**src/rtl/ps2_command_tx.sv**
```systemverilog
// Host-to-device PS/2 command transmitter: inhibits the clock, issues a start bit,
// then shifts out one byte plus odd parity and stop on device clock falls.
// Optional build macro PS2_TX_ACK_CHECK_EN adds the ack_error output.
module ps2_command_tx #(
    parameter int unsigned INHIBIT_CYCLES = 5000,
    parameter int unsigned START_TIMEOUT  = 750000,
    parameter int unsigned XFER_TIMEOUT   = 100000,
    parameter int unsigned CNT_W          = 20
) (
    input  logic       CLOCK_50,
    input  logic       reset,
    input  logic [7:0] command,
    input  logic       send_command,
    input  logic       ps2_clk_in,
    input  logic       ps2_dat_in,
    output logic       ps2_clk_drive_low,
    output logic       ps2_dat_drive_low,
    output logic       busy,
    output logic       command_was_sent,
    output logic       error_communication_timed_out
`ifdef PS2_TX_ACK_CHECK_EN
    ,
    output logic       ack_error
`endif
);

    typedef enum logic [2:0] {
        S_IDLE, S_INHIBIT, S_REQ, S_DATA, S_ACK, S_WAIT_IDLE, S_DONE, S_ERR
    } state_t;

    localparam longint unsigned CNT_MAX = (64'd1 << CNT_W) - 64'd1;
    localparam logic [CNT_W-1:0] INH_LAST   = CNT_W'(INHIBIT_CYCLES - 1);
    localparam logic [CNT_W-1:0] START_LAST = CNT_W'(START_TIMEOUT - 1);
    localparam logic [CNT_W-1:0] XFER_LAST  = CNT_W'(XFER_TIMEOUT - 1);

    if (INHIBIT_CYCLES > CNT_MAX || START_TIMEOUT > CNT_MAX || XFER_TIMEOUT > CNT_MAX) begin : g_cnt_w_too_narrow
        $error("ps2_command_tx: CNT_W too narrow for the timing parameters");
    end

    state_t           state, state_n;
    logic [CNT_W-1:0] cnt, cnt_n, cnt_inc;
    logic [3:0]       bit_idx, bit_idx_n;
    logic [9:0]       shift, shift_n;
    logic             dat_low, dat_low_n;
    logic             clk_s1, clk_s2, clk_prev, dat_s1, dat_s2;
    logic             fall;
`ifdef PS2_TX_ACK_CHECK_EN
    logic             ack_bad, ack_bad_n;
`endif

    assign fall    = clk_prev & ~clk_s2;
    assign cnt_inc = (cnt == '1) ? cnt : cnt + 1'b1;

    always_ff @(posedge CLOCK_50 or negedge reset) begin
        if (!reset) begin
            state    <= S_IDLE;
            cnt      <= '0;
            bit_idx  <= '0;
            shift    <= '1;
            dat_low  <= 1'b0;
            clk_s1   <= 1'b1;
            clk_s2   <= 1'b1;
            clk_prev <= 1'b1;
            dat_s1   <= 1'b1;
            dat_s2   <= 1'b1;
`ifdef PS2_TX_ACK_CHECK_EN
            ack_bad  <= 1'b0;
`endif
        end else begin
            state    <= state_n;
            cnt      <= cnt_n;
            bit_idx  <= bit_idx_n;
            shift    <= shift_n;
            dat_low  <= dat_low_n;
            clk_s1   <= ps2_clk_in;
            clk_s2   <= clk_s1;
            clk_prev <= clk_s2;
            dat_s1   <= ps2_dat_in;
            dat_s2   <= dat_s1;
`ifdef PS2_TX_ACK_CHECK_EN
            ack_bad  <= ack_bad_n;
`endif
        end
    end

    always_comb begin
        state_n   = state;
        cnt_n     = cnt;
        bit_idx_n = bit_idx;
        shift_n   = shift;
        dat_low_n = dat_low;
`ifdef PS2_TX_ACK_CHECK_EN
        ack_bad_n = ack_bad;
`endif
        case (state)
            S_IDLE: begin
                dat_low_n = 1'b0;
                if (send_command) begin
                    shift_n   = {1'b1, ~^command, command};
                    bit_idx_n = '0;
                    cnt_n     = '0;
`ifdef PS2_TX_ACK_CHECK_EN
                    ack_bad_n = 1'b0;
`endif
                    state_n   = S_INHIBIT;
                end
            end
            S_INHIBIT: begin
                if (cnt == INH_LAST) begin
                    dat_low_n = 1'b1;
                    cnt_n     = '0;
                    state_n   = S_REQ;
                end else begin
                    cnt_n = cnt_inc;
                end
            end
            S_REQ: begin
                if (fall) begin
                    dat_low_n = ~shift[0];
                    shift_n   = {1'b1, shift[9:1]};
                    bit_idx_n = 4'd1;
                    cnt_n     = '0;
                    state_n   = S_DATA;
                end else if (cnt >= START_LAST) begin
                    dat_low_n = 1'b0;
                    state_n   = S_ERR;
                end else begin
                    cnt_n = cnt_inc;
                end
            end
            // The transfer timeout spans DATA..WAIT_IDLE; a fall in the same cycle wins.
            S_DATA: begin
                cnt_n = cnt_inc;
                if (fall) begin
                    dat_low_n = ~shift[0];
                    shift_n   = {1'b1, shift[9:1]};
                    bit_idx_n = bit_idx + 4'd1;
                    if (bit_idx == 4'd9) state_n = S_ACK;
                end else if (cnt >= XFER_LAST) begin
                    dat_low_n = 1'b0;
                    state_n   = S_ERR;
                end
            end
            S_ACK: begin
                cnt_n     = cnt_inc;
                dat_low_n = 1'b0;
                if (fall) begin
`ifdef PS2_TX_ACK_CHECK_EN
                    ack_bad_n = dat_s2;
`endif
                    state_n = S_WAIT_IDLE;
                end else if (cnt >= XFER_LAST) begin
                    state_n = S_ERR;
                end
            end
            S_WAIT_IDLE: begin
                cnt_n = cnt_inc;
                if (clk_s2 && dat_s2)    state_n = S_DONE;
                else if (cnt >= XFER_LAST) state_n = S_ERR;
            end
            S_DONE: begin
                dat_low_n = 1'b0;
                state_n   = S_IDLE;
            end
            default: begin
                dat_low_n = 1'b0;
                state_n   = S_IDLE;
            end
        endcase
    end

    assign ps2_clk_drive_low             = (state == S_INHIBIT);
    assign ps2_dat_drive_low             = dat_low;
    assign busy                          = (state != S_IDLE);
    assign error_communication_timed_out = (state == S_ERR);
`ifdef PS2_TX_ACK_CHECK_EN
    assign command_was_sent = (state == S_DONE) && !ack_bad;
    assign ack_error        = (state == S_DONE) && ack_bad;
`else
    assign command_was_sent = (state == S_DONE);
`endif

endmodule

```
**config.mk**
```make
export PLATFORM = sky130hd
export DESIGN_NAME = ps2_command_tx
export DESIGN_NICKNAME = d
export VERILOG_FILES = /design/src/rtl/ps2_command_tx.sv
export SDC_FILE = /design/constraint.sdc
export NUM_CORES = 1
export LEC_CHECK = 0
export CORE_MARGIN = 2
export CORE_UTILIZATION = 63
export CTS_CLUSTER_DIAMETER = 150
export CTS_CLUSTER_SIZE = 25
export DETAILED_ROUTE_END_ITERATION = 10
export GPL_ROUTABILITY_DRIVEN = 0
export PLACE_DENSITY = 0.95
export SETUP_SLACK_MARGIN = 0.05
export SLEW_MARGIN = 40
export SYNTH_ARGS = -nofsm -noshare
export SYNTH_HDL_FRONTEND = slang
export SYNTH_SLANG_ARGS = --single-unit
```
**constraint.sdc**
```tcl
create_clock -name CLOCK_50 -period 3.7 [get_ports CLOCK_50]
set_input_delay 1.11 -clock CLOCK_50 [delete_from_list [all_inputs] [get_ports CLOCK_50]]
set_output_delay 1.11 -clock CLOCK_50 [all_outputs]
set_load 0.005 [all_outputs]
```
==> flow_summary_export.csv <==
group,metric,value,unit
placement,port_buffers,17,
critical_path,critPathMaxFanout,15,
synthesis,yosysSeqAreaShare,41.68,%
synthesis,synth_ff_type,"dfrtp_1",
sta,setup_viol,0,
final_layout,drive_gt1_share,11.01,%
synthesis,synth.top_cell.area_share,27.33,%
route,dr_total_vias,2391,
sta,fmax,334.0,MHz
critical_path,worstPathRequired,2.59,ns
final_layout,fin_util,72.97,%
sta,worst_pin_slew,0.6244,ns
pwr,powerDensity,733.2,nW/um^2
route,avgViaCountPerCell,6.497,
synthesis,ys_ff_latch,42,
route,avgRoutedWirePerCell,15.71,um
cts,hold_buffers,0,
critical_path,start_kind,"flip-flop",
sta,drv_slew,0,
route,drc_errors,0,
placement,dp_hpwl,4.006,mm
synthesis,synth_top_area_cell,"dfrtp_1",
cts,cts_setup_buffers,0,
floorplan,fp.dieH,67.79,um
synthesis,ys_warn_count,0,
sta,relSlewSlack,58.05,%
sta,final_hold_viol_count,0,
critical_path,end_kind,"output pin",
sta,rsz0062_at_grt,"false",
synthesis,synth.cell_area,2564,sq um
synthesis,synthTopCellsByCount,"nand2_1, nor2_1, dfrtp_1",
route,drt.antenna.violating_nets,0,
synthesis,post-synth-top-count-cell,"nand2_1",
grt,grt_max_degree,43,
synthesis,synth_area_leaders,"dfrtp_1, dfstp_2, nand2_1",
cts,cts_tree,"yes",
grt,grt-ovfl-total,0,
final_layout,fin_nets,333,
grt,track_usage,28.31,%
status,status,"completed",
synthesis,avgSynthCellArea,8.378,sq um
synthesis,synthArstFlopShare,100.0,%
critical_path,path_class,"flip-flop to output pin",
cts,path_clk_slew,0.08,ns
cts,clock_latency,0.30,ns
route,drt_iter0_markers,233,
cts,numCtsBuffers,5,
pwr,leakagePower,1.138,nW
hold_path,min_path_type,"flip-flop to flip-flop",
synthesis,syn_nets,322,
cts,htreeDepth,2,
pwr,vdd_drop_max,0.3920,mV
floorplan,fp.dieW,67.79,um
cts,cts-root-buf,"clkbuf_8",
sta,fin_crit,2.994,ns
floorplan,start_util,64.56,%
sta,tns,0,ns
sta,whs,0.3581,ns
final_layout,area_growth,13.03,%
final_layout,diodes,0,
grt,grt_pass1_wl,9.791,mm
synthesis,synth_cells,306,
sta,period_share,80.93,%
synthesis,synth_edf_count,0,
route,firstDrtPassIters,5,
synthesis,synth.distinct_cells,55,
floorplan,rows,23,
grt,grt_pass1_vias,2192,
floorplan,die_area,4595,sq um
cts,ctsResizeCount,0,
sta,skew,0.004961,ns
cts,cts.path.max_buffers,2,
route,wirelength,5.780,mm
critical_path,critPathArrivalTime,1.88,ns
cts,clock-sinks,42,
floorplan,ios,18,
run,maxCapViolCount,0,
grt,antenna_found_initial,0,
floorplan,core,3971,sq um
-- flip-flops by register name, indices dropped and copies added, names as in the netlist --
register,flops
bit_idx,4
clk_prev,1
clk_s1,1
clk_s2,1
cnt,20
dat_s1,1
dat_s2,1
ps2_dat_drive_low,1
shift,9
state,3
-- logic make-up after synthesis --
logic type / share of synthesized area (%)
adders and majority gates: 1.464
and+or+nand+nor: 24.94
muxes: 1.269
AOI/OAI and AO/OA: 23.82
buffers and inverters: 4.441
DFF: 41.68
xor gates and xnor gates: 2.391
-- path summary, 6_finish.rpt --
path / slack (ns) / endpoint / cells past startpoint / from
setup reg to reg: 1.12 / cnt[0]$_DFFE_PN0P_ / 7 / cnt[0]$_DFFE_PN0P_
setup / recovery: 0.71 / ps2_clk_drive_low / 2 / state[2]$_DFFE_PN0P_
min in group asynchronous: 0.78 / bit_idx[2]$_DFFE_PN0P_ / 1 / reset
hold reg to reg: 0.36 / clk_s2$_DFF_PN1_ / 0 / clk_s1$_DFF_PN1_
max in group asynchronous: 2.53 / shift[0]$_DFFE_PN1P_ / 1 / reset
hold / removal: 0.36 / clk_s2$_DFF_PN1_ / 0 / clk_s1$_DFF_PN1_
-- final cells by class --
type	instances	area, sq um
repair buffers	21	197.7
clock inverters	2	60.06
fillers	279	1074
well taps	50	62.56
multi-input cells	235	1381
flip-flops and latches	42	1069
clock buffers	6	82.58
inverters	12	45.04
-- metrics by stage --
| stage | std cells | setup slack, ns | power (mW) | cell area (sq um) |
|---|---|---|---|---|
| 2_1_floorplan | 306 | 1.402 | 1.404 | 2564 |
| 5_1_grt | 368 | 0.6206 | 2.287 | 2898 |
| 3_5_place_dp | 360 | 0.5805 | 1.658 | 2755 |
| 3_3_place_gp | 360 | 0.6925 | 1.618 | 2753 |
| 4_1_cts | 368 | 0.7672 | 2.114 | 2898 |
| 6_report | 368 | 0.7057 | 2.125 | 2898 |
-- critical path, cell delays in order (launching register included) --
cell	delay, ns
dfrtp_1	0.53
nor3_1	0.45
clkdlybuf4s50_1	0.61
-- layer usage --
metal  wire length, um  track usage (%)
met1              2479            36.83
met2              2807            47.92
met3               367            5.667
met4               125            8.250
met5                 0                0
-- layout by cell type, fill, tap and decap left out, types with 4 or more instances in the layout --
cell and n:
nor3_1 14, nor2_1 30, o21ai_1 4, nand2b_1 5
a22o_1 5, inv_1 12, clkbuf_8 6, dfstp_2 14
or3_1 8, a31oi_1 12, a21oi_1 20, xnor2_1 7
nand2_1 38, o21ai_0 19, dfrtp_1 28, nand3_1 10
clkdlybuf4s50_1 16, buf_4 5, nand4_1 7
-- report_power, final --
group | internal, mW | switching (mW)
Clock | 0.288 | 0.160
Sequential | 0.598 | 0.102
Combinational | 0.386 | 0.590
Total | 1.27 | 0.853
(Power assumes the default switching activity.)
